<file path="config.mk">
export PLATFORM = sky130hd
export DESIGN_NAME = multi_channel_wave_generator
export DESIGN_NICKNAME = d
export VERILOG_FILES = /design/src/rtl/multi_channel_wave_generator_pkg.sv /design/src/rtl/multi_channel_wave_generator_sine_lut.sv /design/src/rtl/multi_channel_wave_generator.sv
export SDC_FILE = /design/constraint.sdc
export NUM_CORES = 1
export LEC_CHECK = 0
export BUFFER_PORTS_ARGS = -buffer_cell sky130_fd_sc_hd__buf_2
export CAP_MARGIN = 10
export CORE_ASPECT_RATIO = 0.5
export CORE_MARGIN = 3
export CORE_UTILIZATION = 55
export DETAILED_ROUTE_END_ITERATION = 8
export PLACE_DENSITY = 0.78
export SYNTH_ARGS = -nofsm -noshare
export SYNTH_HDL_FRONTEND = slang
export SYNTH_SLANG_ARGS = --single-unit
</file>
<file path="constraint.sdc">
create_clock -name clk_i -period 6 [get_ports clk_i]
set_input_delay 1.8 -clock clk_i [delete_from_list [all_inputs] [get_ports clk_i]]
set_output_delay 1.8 -clock clk_i [all_outputs]
set_load 0.1 [all_outputs]
</file>
<file path="src/rtl/multi_channel_wave_generator_pkg.sv">
// Shared encodings for the multi-channel DDS wave generator: waveform modes
// and frame sequencer states.
package multi_channel_wave_generator_pkg;

    typedef enum logic [1:0] {
        MODE_SINE   = 2'b00,
        MODE_SAW    = 2'b01,
        MODE_TRI    = 2'b10,
        MODE_SQUARE = 2'b11
    } wave_mode_e;

    typedef enum logic [1:0] {
        ST_IDLE  = 2'b00,
        ST_RUN   = 2'b01,
        ST_DRAIN = 2'b10
    } gen_state_e;

endpackage

</file>
<file path="src/rtl/multi_channel_wave_generator_sine_lut.sv">
// Combinational quarter-wave sine magnitude table. Entries are
// round(127*sin(pi/2*(i+0.5)/64)), i.e. sized for LUT_AW=6 and N_FRAC=7.
module sine_quarter_lut
    import multi_channel_wave_generator_pkg::*;
#(
    parameter int LUT_AW = 6,
    parameter int N_FRAC = 7
) (
    input  logic [LUT_AW-1:0] addr,
    output logic [N_FRAC-1:0] mag
);

    localparam logic [7:0] TABLE [0:63] = '{
        8'd2,   8'd5,   8'd8,   8'd11,  8'd14,  8'd17,  8'd20,  8'd23,
        8'd26,  8'd29,  8'd32,  8'd35,  8'd38,  8'd41,  8'd44,  8'd47,
        8'd50,  8'd53,  8'd56,  8'd58,  8'd61,  8'd64,  8'd67,  8'd69,
        8'd72,  8'd74,  8'd77,  8'd79,  8'd82,  8'd84,  8'd86,  8'd89,
        8'd91,  8'd93,  8'd95,  8'd97,  8'd99,  8'd101, 8'd103, 8'd105,
        8'd106, 8'd108, 8'd110, 8'd111, 8'd113, 8'd114, 8'd115, 8'd117,
        8'd118, 8'd119, 8'd120, 8'd121, 8'd122, 8'd123, 8'd124, 8'd124,
        8'd125, 8'd125, 8'd126, 8'd126, 8'd127, 8'd127, 8'd127, 8'd127
    };

    // Table lookup, truncated to the magnitude width.
    always_comb begin
        mag = TABLE[addr][N_FRAC-1:0];
    end

endmodule

</file>
<file path="src/rtl/multi_channel_wave_generator.sv">
// N_CH-channel DDS: per-channel phase accumulators, selectable waveform and
// signed amplitude scaling, streamed channel by channel through a 2-stage pipe.
module multi_channel_wave_generator
    import multi_channel_wave_generator_pkg::*;
#(
    parameter int N_FRAC  = 7,
    parameter int N_CH    = 2,
    parameter int PHASE_W = 12,
    parameter int LUT_AW  = 6,
    localparam int W      = N_FRAC + 1,
    localparam int CH_W   = (N_CH > 1) ? $clog2(N_CH) : 1
) (
    input  logic                clk_i,
    input  logic                rst_i,
    input  logic                next_data_strobe_i,
    input  logic                phase_clr_i,
    input  logic                cfg_we_i,
    input  logic [CH_W-1:0]     cfg_ch_i,
    input  logic [PHASE_W-1:0]  cfg_phase_inc_i,
    input  logic [W-1:0]        cfg_amplitude_i,
    input  logic [1:0]          cfg_mode_i,
    output logic [W-1:0]        data_o,
    output logic [CH_W-1:0]     data_ch_o,
    output logic                data_out_valid_strobe_o,
    output logic                busy_o,
    output logic                overrun_o
);

    localparam logic [W-1:0] POS_MAX  = {1'b0, {N_FRAC{1'b1}}};
    localparam logic [W-1:0] NEG_MIN  = {1'b1, {N_FRAC{1'b0}}};
    localparam logic [W-1:0] NEG_MAX  = {1'b1, {(N_FRAC-1){1'b0}}, 1'b1};
    localparam logic [W-1:0] HALF     = {1'b1, {N_FRAC{1'b0}}};
    localparam logic [CH_W-1:0] LAST_CH = CH_W'(N_CH - 1);

    function automatic logic [W-1:0] sat_q(input logic [2*W-1:0] v);
        if ((&v[2*W-1:W-1]) || (~|v[2*W-1:W-1])) begin
            sat_q = v[W-1:0];
        end else if (v[2*W-1]) begin
            sat_q = NEG_MIN;
        end else begin
            sat_q = POS_MAX;
        end
    endfunction

    logic [PHASE_W-1:0] acc_r      [N_CH];
    logic [PHASE_W-1:0] shd_inc_r  [N_CH];
    logic [W-1:0]       shd_amp_r  [N_CH];
    wave_mode_e         shd_mode_r [N_CH];
    logic [W-1:0]       act_amp_r  [N_CH];
    wave_mode_e         act_mode_r [N_CH];

    gen_state_e         state_r, next_state_s;
    logic [CH_W-1:0]    issue_ch_r;
    logic               issue_s, strobe_ok_s;
    logic               busy_r, overrun_r;

    logic               msb_s;
    logic [W-1:0]       u_s;
    logic [LUT_AW-1:0]  lut_addr_s;
    logic [N_FRAC-1:0]  lut_mag_s;
    logic [W-1:0]       lut_ext_s;
    logic [W-1:0]       wave_s;

    logic               s1_vld_r;
    logic [CH_W-1:0]    s1_ch_r;
    logic [W-1:0]       s1_wave_r;
    logic [W-1:0]       amp_s;
    logic signed [2*W-1:0] prod_s;
    logic signed [2*W-1:0] shr_s;

    logic [W-1:0]       data_r;
    logic [CH_W-1:0]    data_ch_r;
    logic               valid_r;

    assign strobe_ok_s = next_data_strobe_i && (state_r == ST_IDLE);

    // Frame sequencer: next state and channel-issue enable.
    always_comb begin
        next_state_s = state_r;
        issue_s      = 1'b0;
        case (state_r)
            ST_IDLE: begin
                if (strobe_ok_s) begin
                    next_state_s = ST_RUN;
                end else begin
                    next_state_s = ST_IDLE;
                end
            end
            ST_RUN: begin
                issue_s = 1'b1;
                if (issue_ch_r == LAST_CH) begin
                    next_state_s = ST_DRAIN;
                end else begin
                    next_state_s = ST_RUN;
                end
            end
            ST_DRAIN: begin
                if (!s1_vld_r) begin
                    next_state_s = ST_IDLE;
                end else begin
                    next_state_s = ST_DRAIN;
                end
            end
            default: next_state_s = ST_IDLE;
        endcase
    end

    // Sequencer state, issue counter, busy and overrun flags.
    always_ff @(posedge clk_i or negedge rst_i) begin
        if (!rst_i) begin
            state_r    <= ST_IDLE;
            issue_ch_r <= {CH_W{1'b0}};
            busy_r     <= 1'b0;
            overrun_r  <= 1'b0;
        end else begin
            state_r    <= next_state_s;
            issue_ch_r <= (issue_s && (issue_ch_r != LAST_CH)) ? issue_ch_r + CH_W'(1'b1)
                                                              : {CH_W{1'b0}};
            busy_r     <= (next_state_s != ST_IDLE);
            overrun_r  <= next_data_strobe_i && (state_r != ST_IDLE);
        end
    end

    // Shadow/active config and phase accumulators; a clear wins over the advance.
    always_ff @(posedge clk_i or negedge rst_i) begin
        if (!rst_i) begin
            for (int c = 0; c < N_CH; c++) begin
                acc_r[c]      <= {PHASE_W{1'b0}};
                shd_inc_r[c]  <= {PHASE_W{1'b0}};
                shd_amp_r[c]  <= {W{1'b0}};
                shd_mode_r[c] <= MODE_SINE;
                act_amp_r[c]  <= {W{1'b0}};
                act_mode_r[c] <= MODE_SINE;
            end
        end else begin
            for (int c = 0; c < N_CH; c++) begin
                if (phase_clr_i) begin
                    acc_r[c] <= {PHASE_W{1'b0}};
                end else if (strobe_ok_s) begin
                    acc_r[c] <= acc_r[c] + shd_inc_r[c];
                end else begin
                    acc_r[c] <= acc_r[c];
                end
                if (strobe_ok_s) begin
                    act_amp_r[c]  <= shd_amp_r[c];
                    act_mode_r[c] <= shd_mode_r[c];
                end else begin
                    act_amp_r[c]  <= act_amp_r[c];
                    act_mode_r[c] <= act_mode_r[c];
                end
                if (cfg_we_i && (cfg_ch_i == CH_W'(c))) begin
                    shd_inc_r[c]  <= cfg_phase_inc_i;
                    shd_amp_r[c]  <= cfg_amplitude_i;
                    shd_mode_r[c] <= wave_mode_e'(cfg_mode_i);
                end else begin
                    shd_inc_r[c]  <= shd_inc_r[c];
                    shd_amp_r[c]  <= shd_amp_r[c];
                    shd_mode_r[c] <= shd_mode_r[c];
                end
            end
        end
    end

    // Phase fields of the channel being issued; odd quadrants mirror the table.
    always_comb begin
        msb_s      = acc_r[issue_ch_r][PHASE_W-1];
        u_s        = acc_r[issue_ch_r][PHASE_W-2 -: W];
        lut_addr_s = acc_r[issue_ch_r][PHASE_W-2] ? ~acc_r[issue_ch_r][PHASE_W-3 -: LUT_AW]
                                                  :  acc_r[issue_ch_r][PHASE_W-3 -: LUT_AW];
    end

    sine_quarter_lut #(
        .LUT_AW (LUT_AW),
        .N_FRAC (N_FRAC)
    ) u_sine_lut (
        .addr (lut_addr_s),
        .mag  (lut_mag_s)
    );

    // Waveform select for the issued channel.
    always_comb begin
        lut_ext_s = {1'b0, lut_mag_s};
        wave_s    = lut_ext_s;
        case (act_mode_r[issue_ch_r])
            MODE_SINE:   wave_s = msb_s ? ({W{1'b0}} - lut_ext_s) : lut_ext_s;
            MODE_SAW:    wave_s = {~msb_s, u_s[W-1:1]};
            MODE_TRI:    wave_s = msb_s ? (POS_MAX - u_s) : (u_s - HALF);
            MODE_SQUARE: wave_s = msb_s ? NEG_MAX : POS_MAX;
            default:     wave_s = lut_ext_s;
        endcase
    end

    // Stage 1: register the raw waveform sample.
    always_ff @(posedge clk_i or negedge rst_i) begin
        if (!rst_i) begin
            s1_vld_r  <= 1'b0;
            s1_ch_r   <= {CH_W{1'b0}};
            s1_wave_r <= {W{1'b0}};
        end else begin
            s1_vld_r <= issue_s;
            if (issue_s) begin
                s1_ch_r   <= issue_ch_r;
                s1_wave_r <= wave_s;
            end else begin
                s1_ch_r   <= s1_ch_r;
                s1_wave_r <= s1_wave_r;
            end
        end
    end

    // Signed Q1.N_FRAC multiply; arithmetic shift floors toward -inf.
    always_comb begin
        amp_s  = act_amp_r[s1_ch_r];
        prod_s = $signed({{W{s1_wave_r[W-1]}}, s1_wave_r}) * $signed({{W{amp_s[W-1]}}, amp_s});
        shr_s  = prod_s >>> N_FRAC;
    end

    // Stage 2: saturated output sample; data holds between pulses.
    always_ff @(posedge clk_i or negedge rst_i) begin
        if (!rst_i) begin
            valid_r   <= 1'b0;
            data_r    <= {W{1'b0}};
            data_ch_r <= {CH_W{1'b0}};
        end else begin
            valid_r <= s1_vld_r;
            if (s1_vld_r) begin
                data_r    <= sat_q(shr_s);
                data_ch_r <= s1_ch_r;
            end else begin
                data_r    <= data_r;
                data_ch_r <= data_ch_r;
            end
        end
    end

    assign data_o                  = data_r;
    assign data_ch_o               = data_ch_r;
    assign data_out_valid_strobe_o = valid_r;
    assign busy_o                  = busy_r;
    assign overrun_o               = overrun_r;

endmodule

</file>
==> results of run 1 <==
[metrics by stage]
step | util [%] | area, µm² | cells | setup WS, ns | hold WS, ns
CTS | 63.37 | 9946 | 1214 | 0.3515 | 0.4667
detailed placement | 59.52 | 9341 | 1182 | 0.3751 | 0.4525
finish | 63.51 | 9968 | 1215 | 0.4640 | 0.4651
global placement | 59.52 | 9341 | 1182 | 0.5884 | 0.4502
global route | 63.51 | 9968 | 1215 | 0.1286 | 0.4964
floorplan | - | 8970 | 948 | 0.6857 | 0.3925
[cell usage in the layout (no fill, tap or decap), drive strengths merged, types with 6 or more instances in the layout]
| cell type | instances |
|---|---|
| a211oi | 8 |
| a21o | 10 |
| a21oi | 49 |
| and2 | 17 |
| buf | 49 |
| clkbuf | 20 |
| dfrtp | 113 |
| fa | 55 |
| ha | 56 |
| inv | 109 |
| mux2 | 53 |
| mux2i | 30 |
| nand2 | 145 |
| nand3 | 11 |
| nor2 | 49 |
| nor2b | 31 |
| nor3 | 11 |
| o21ai | 25 |
| o21bai | 7 |
| o22ai | 9 |
| or2 | 6 |
| xnor2 | 45 |
| xor2 | 9 |
[worst reg2reg max path, cell delays in order, from the launching register on]
cell     delay (ns)
dfrtp_1        0.62
mux2_2         0.46
and2_1         0.23
fa_1           0.63
inv_1          0.16
fa_1           0.55
inv_1          0.05
fa_1           0.53
inv_1          0.05
fa_1           0.53
inv_1          0.04
ha_1           0.30
nand2_1        0.06
o31a_1         0.27
a21oi_1        0.34
mux2i_2        0.42
nor2_1         0.10
o22ai_1        0.12
[logic make-up after synthesis]
group | share of synthesized area, %
flip-flops | 31.52
XOR/XNOR | 5.440
buffers and inverters | 6.472
AND/OR/NAND/NOR | 15.02
AO/OA/AOI/OAI | 11.10
multiplexers | 10.35
adder cells (fa/ha/maj) | 20.09
[layout make-up]
type	instances	area, µm²	share of cell area, %
Sequential cell	113	2828	28.37
Clock buffer	20	446.7	4.481
Clock inverter	12	157.7	1.582
Tap cell	221	276.5	2.774
Timing Repair Buffer	49	280.3	2.812
Multi-Input combinational cell	692	5572	55.89
Inverter	108	407.9	4.092
[state kept, by name, summed over array words and instances, names as in the netlist]
register	cells
act_mode_r	4
issue_ch_r	1
shd_amp_r	16
s1_vld_r	1
busy_o	1
overrun_o	1
data_out_valid_strobe_o	1
shd_inc_r	24
s1_wave_r	8
state_r	2
data_o	8
acc_r	24
shd_mode_r	4
act_amp_r	16
s1_ch_r	1
data_ch_o	1
[path summary, 6_finish.rpt]
kind                                     startpoint                                 to  slack (ns)  depth (start not counted)
max                             s1_ch_r$_DFFE_PN0P_              data_o[4]$_DFFE_PN0P_        0.46                         17
max in group asynchronous                     rst_i              acc_r[18]$_DFFE_PN0P_        3.38                          2
min                        shd_amp_r[0]$_DFFE_PN0P_           act_amp_r[0]$_DFFE_PN0P_        0.47                          2
max reg2reg                     s1_ch_r$_DFFE_PN0P_              data_o[4]$_DFFE_PN0P_        0.46                         17
min reg2reg                shd_amp_r[0]$_DFFE_PN0P_           act_amp_r[0]$_DFFE_PN0P_        0.47                          2
min in group asynchronous                     rst_i  data_out_valid_strobe_o$_DFF_PN0_        1.53                          1
[routing by layer]
layer  track usage (%)  vias to the layer above  wire length, µm
met5                 0                        -                0
met4             7.982                        0              416
met3             4.074                       39              749
met2             39.32                      142             9410
met1             27.38                     3255             8733
li1                  -                     3217                -
[repair_timing]
action / CTS / global route
setup endpoints to repair: 0 / 7
resized for setup: 0 / 2
endpoints found under the hold margin: 0 / 0
hold buffers: 0 / 0
==> key figures, run 1 <==
Die
  • Die ar.: 0.01797 mm²
  • Overall die height: ~96 µm
  • Die extent in x: 186.6 µm
  • Core Box Area: 0.01570 mm²
  • Number of placement rows: 32
  • Boundary pin count: 40
  • Initial core utilization: 57.15%

Clocking
  • Clock tree from TritonCTS: done
  • Worst-Skew Late Latency: between 0.4 and 0.5 ns
  • Longest Clk Path Bufs: 2
  • Cell chosen for the clock root: clkbuf_16
  • Post-CTS Setup Inserts: 0
  • Number of levels in the clock H-tree: 4
  • Clock slew at reported path FFs: 0.05 ns
  • Clk sink count: between 100 and 150
  • Num CTS Buffers: 17

Global routing
  • Overall overflow remaining after global route: 0
  • Pin count of the biggest net entering global routing: 78
  • Wire length of the first global-routing pass: 31.99 mm
  • Number of antenna violations at the first check in global routing: 0
  • Total global-route track usage: 22.03%
  • Number of global-route vias before repair: between 6,000 and 7,000

Synthesis
  • Cell with the most instances after synthesis: nand2_1
  • Cell area after synthesis: 0.008970 mm²
  • Total of warnings raised by yosys: 0
  • Cell variety after synth: approximately 70
  • Most common library cells after synthesis: 145 x nand2_1, 113 x dfrtp_1, 106 x inv_1, 56 x ha_1, 55 x fa_1
  • Post-synthesis cell count: 948
  • Avg Cell Area, Syn: 9.462 µm²
  • Number of enable-type register cells in the synthesized netlist: 0
  • Synth top area share: 31.52%
  • Sequential-to-total area share from yosys stat: a little under a third
  • Number of synthesized register bits: 113
  • Most instantiated flip-flop cell in the synthesis netlist: dfrtp_1
  • Leading cell types by total area after synthesis: dfrtp_1 32%, fa_1 12%, ha_1 7.8%, mux2_2 6.5%, nand2_1 6.1%
  • Synth async-reset ratio: 100.0%
  • Synthesized netlist net count: 1,087
  • Largest area contributor in the synthesized netlist: dfrtp_1

Routing
  • Per-cell routed wire length: 15.89 µm
  • Post-detailed-route DRC marker count: 0
  • ANT nets after route: 0
  • Routed wire length: 19.31 mm
  • Total via count after detailed routing: 6,653
  • First drt pass iteration count: 5
  • Starting DRT DRC Count: just over 400
  • Mean number of vias per cell: 5.476

Worst setup path
  • Cells traversed along the worst timing path: mux2_2 > and2_1 > fa_1 > inv_1 > fa_1 > inv_1 > fa_1 > inv_1 > fa_1 > inv_1 > ha_1 > nand2_1 > o31a_1 > a21oi_1 > mux2i_2 > nor2_1 > o22ai_1
  • Slowest stage cell on the critical path: fa_1
  • Number of buffers and inverters on the critical path: 4
  • CP peak stage delay: 0.63 ns
  • Critical Path Fanout Max: 10
  • CP Data Required Time: approximately 6.3 ns
  • Critical Path Sink Type: flip-flop
  • Setup Crit Path Kind: flip-flop to flip-flop
  • Worst path top cell family by delay: adder cells
  • Startpoint kind of the worst setup timing path: flip-flop
  • Data arrival time at the worst-slack endpoint: between 5 and 6 ns

STA
  • Max Slew Vio Count: 0
  • Clock period minus final worst setup slack: about 5.5 ns
  • Maximum clock skew at final layout: 0.01277 ns
  • Setup-failing EPs final: 0
  • Number of hold violations in the final report: 0
  • Max frequency: 0.1806 GHz
  • Ratio of final minimum period to clock period: 92.27%
  • Unrepaired setup endpoints after global routing: false
  • Tightest Pin Transition: 1.085 ns
  • Slew HR: 27.48%
  • Final total negative setup slack: 0 ns

Layout
  • Post-layout nets: 1,120
  • Layout cells sized above 1: 15.79%
  • Antenna fix cells: 0
  • Syn-to-layout area delta: 11.13%
  • Fillers: 1,235

Outcome
  • Outcome: finished clean

Place
  • Final weighted congestion of routability-driven global placement: 0.8834
  • Final HPWL DP: approximately 14 mm
  • Count of buffers from port buffering: 39

Worst hold path
  • HP Class: flip-flop to flip-flop

Run
  • Number of violations of the max-capacitance limit: 0
Power of run 1 is left out: the tool's default activity adds up to more than one toggle a clock period on the data nets, which glitch-free logic cannot reach.
==> inputs of run 2 (changes only) <==
--- a/config.mk
+++ b/config.mk
@@ -7,7 +7,6 @@
 export LEC_CHECK = 0
 export BUFFER_PORTS_ARGS = -buffer_cell sky130_fd_sc_hd__buf_2
 export CAP_MARGIN = 10
-export CORE_ASPECT_RATIO = 0.5
 export CORE_MARGIN = 3
 export CORE_UTILIZATION = 55
 export DETAILED_ROUTE_END_ITERATION = 8
==> key figures, run 2 (synthesis gave the netlist of run 1 again) <==
Clocking
  • Num CTS Buffers: 17 (unchanged)
  • Clk sink count: 113 (unchanged)
  • Cts-stage hold buffer count: 0 (unchanged)
  • Post-CTS Setup Inserts: 0 (unchanged)
  • Cell chosen for the clock root: clkbuf_16
  • Clock tree from TritonCTS: done
  • Number of levels in the clock H-tree: 4 (unchanged)
  • Longest Clk Path Bufs: 2 (unchanged)
  • Clock slew at reported path FFs: 0.06 ns (about the same)
  • Worst-Skew Late Latency: 0.42 ns (about the same)

Worst setup path
  • Critical Path Fanout Max: 10 (unchanged)
  • Data arrival time at the worst-slack endpoint: 5.98 ns (+0.11 ns)
  • Worst path top cell family by delay: adder cells
  • Setup Crit Path Kind: flip-flop to flip-flop
  • Critical Path Sink Type: flip-flop
  • Startpoint kind of the worst setup timing path: flip-flop
  • CP Data Required Time: 6.33 ns (about the same)
  • Slowest stage cell on the critical path: dfrtp_1
  • Number of buffers and inverters on the critical path: 4 (unchanged)
  • Cells traversed along the worst timing path: mux2_2 > and2_1 > fa_1 > inv_1 > fa_1 > inv_1 > fa_1 > inv_1 > fa_1 > inv_1 > ha_1 > nand2_1 > o31a_1 > a21oi_1 > mux2i_1 > nor2_1 > o22ai_1
  • CP peak stage delay: 0.61 ns (-0.02 ns)

STA
  • Max Slew Vio Count: 0 (unchanged)
  • Clock period minus final worst setup slack: 5.650 ns (+0.1144 ns)
  • Max frequency: 0.1770 GHz (-2.0%)
  • Final total negative setup slack: 0 ns (unchanged)
  • Unrepaired setup endpoints after global routing: false
  • Number of hold violations in the final report: 0 (unchanged)
  • Tightest Pin Transition: 1.085 ns (+0.0002357 ns)
  • Ratio of final minimum period to clock period: 94.17% (+1.9 points)
  • Maximum clock skew at final layout: 0.006277 ns (-0.006496 ns)
  • Slew HR: 25.57% (-1.9 points)
  • Setup-failing EPs final: 0 (unchanged)

Worst hold path
  • HP Class: flip-flop to flip-flop

Layout
  • Post-layout nets: 1,121 (+0.089%)
  • Layout cells sized above 1: 15.98% (+0.19 points)
  • Post-route standard cell area excluding fillers: 0.009952 mm² (-0.16%)
  • Antenna fix cells: 0 (unchanged)
  • Regs by FF count: acc_r: 24 flops, shd_inc_r: 24 flops
  • Syn-to-layout area delta: 10.95%
  • Most frequent standard cell in the layout excluding fill and tap cells: nand2_1
  • Commonest cells after routing, fill and taps aside: 145 x nand2_1, 113 x dfrtp_1, 106 x inv_1

Place
  • Count of buffers from port buffering: 39 (unchanged)
  • Final weighted congestion of routability-driven global placement: 0.8734 (-1.1%)
  • Final HPWL DP: 14.03 mm (-2.1%)
  • Post-Place Cell Area: 0.009350 mm² (about the same)

Die
  • Initial core utilization: 56.26% (-0.89 points)
  • Number of placement rows: 46 (+44%)
  • Core Box Area: 0.01594 mm² (+1.6%)
  • Die ar.: 0.01788 mm² (-0.52%)
  • Overall die height: 133.7 µm (+39%)
  • Boundary pin count: 40 (unchanged)
  • Die extent in x: 133.7 µm (-28%)

Routing
  • ANT nets after route: 0 (unchanged)
  • Routed wire length: 19.30 mm (about the same)
  • Per-cell routed wire length: 15.93 µm (+0.26%)
  • Total via count after detailed routing: 6,706 (+0.80%)
  • Mean number of vias per cell: 5.538 (+1.1%)
  • Starting DRT DRC Count: 489 (+20%)
  • First drt pass iteration count: 5 (unchanged)
  • Post-detailed-route DRC marker count: 0 (unchanged)

Global routing
  • Number of global-route vias before repair: 6,903 (+1.3%)
  • Fraction of met3 tracks used by global routing: 4.607% (+0.53 points)
  • Most crowded layer after global routing: met2
  • Overall overflow remaining after global route: 0 (unchanged)
  • Met2 usage in global routing: 36.89% (-2.4 points)
  • GR met1 Demand/Resource: 32.22% (+4.8 points)
  • Number of antenna violations at the first check in global routing: 0 (unchanged)
  • Wire length of the first global-routing pass: 33.62 mm (+5.1%)
  • Pin count of the biggest net entering global routing: 81 (+3.8%)
  • Total global-route track usage: 23.16% (+1.1 points)

Outcome
  • Outcome: finished clean

Run
  • Number of violations of the max-capacitance limit: 0 (unchanged)
-- run 2: cell type report --
| type | count | area, µm² |
|---|---|---|
| inverters | 108 | 407.9 |
| clock buffers | 18 | 439.2 |
| fillers | 1280 | 5991 |
| multi-input cells | 692 | 5572 |
| clock inverters | 14 | 155.1 |
| repair buffers | 50 | 280.3 |
| flip-flops and latches | 113 | 2828 |
| well taps | 216 | 270.3 |
-- run 2: metrics by stage --
| stage | setup slack [ns] | cells | hold slack (ns) | util, % |
|---|---|---|---|---|
| 6_report | 0.3496 | 1211 | 0.4658 | 62.42 |
| 5_1_grt | 0.03849 | 1211 | 0.4930 | 62.42 |
| 4_1_cts | 0.3264 | 1211 | 0.4644 | 62.38 |
| 3_5_place_dp | 0.3581 | 1179 | 0.4489 | 58.65 |
| 3_3_place_gp | 0.5169 | 1179 | 0.4446 | 58.65 |
| 2_1_floorplan | 0.6857 | 948 | 0.3925 | - |
-- run 2: tightest hold or removal path, cell delays in order, from the launching register on --
cell and delay (ns):
dfrtp_1 0.34, nand2_1 0.05, nand2_1 0.05
-- run 2: worst paths after layout --
kind,cells past startpoint,slack [ns],start,endpoint
max,17,0.35,s1_ch_r$_DFFE_PN0P_,data_o[2]$_DFFE_PN0P_
min,2,0.47,shd_amp_r[13]$_DFFE_PN0P_,act_amp_r[13]$_DFFE_PN0P_
max reg2reg,17,0.35,s1_ch_r$_DFFE_PN0P_,data_o[2]$_DFFE_PN0P_
min reg2reg,2,0.47,shd_amp_r[13]$_DFFE_PN0P_,act_amp_r[13]$_DFFE_PN0P_
max in group asynchronous,2,3.45,rst_i,shd_inc_r[6]$_DFFE_PN0P_
min in group asynchronous,1,1.53,rst_i,data_o[6]$_DFFE_PN0P_
-- run 2: metal layers --
layer,up-vias,wire length (µm)
li1,3218,-
met1,3292,8724
met2,170,9176
met3,26,1063
met4,0,332
met5,-,0
-- run 2: timing repair --
action                                 4_1_cts  5_1_grt
resized for setup                            0        1
endpoints found under the hold margin        0        0
setup endpoints to repair                    0        2
Power of run 2 is left out for the same reason.
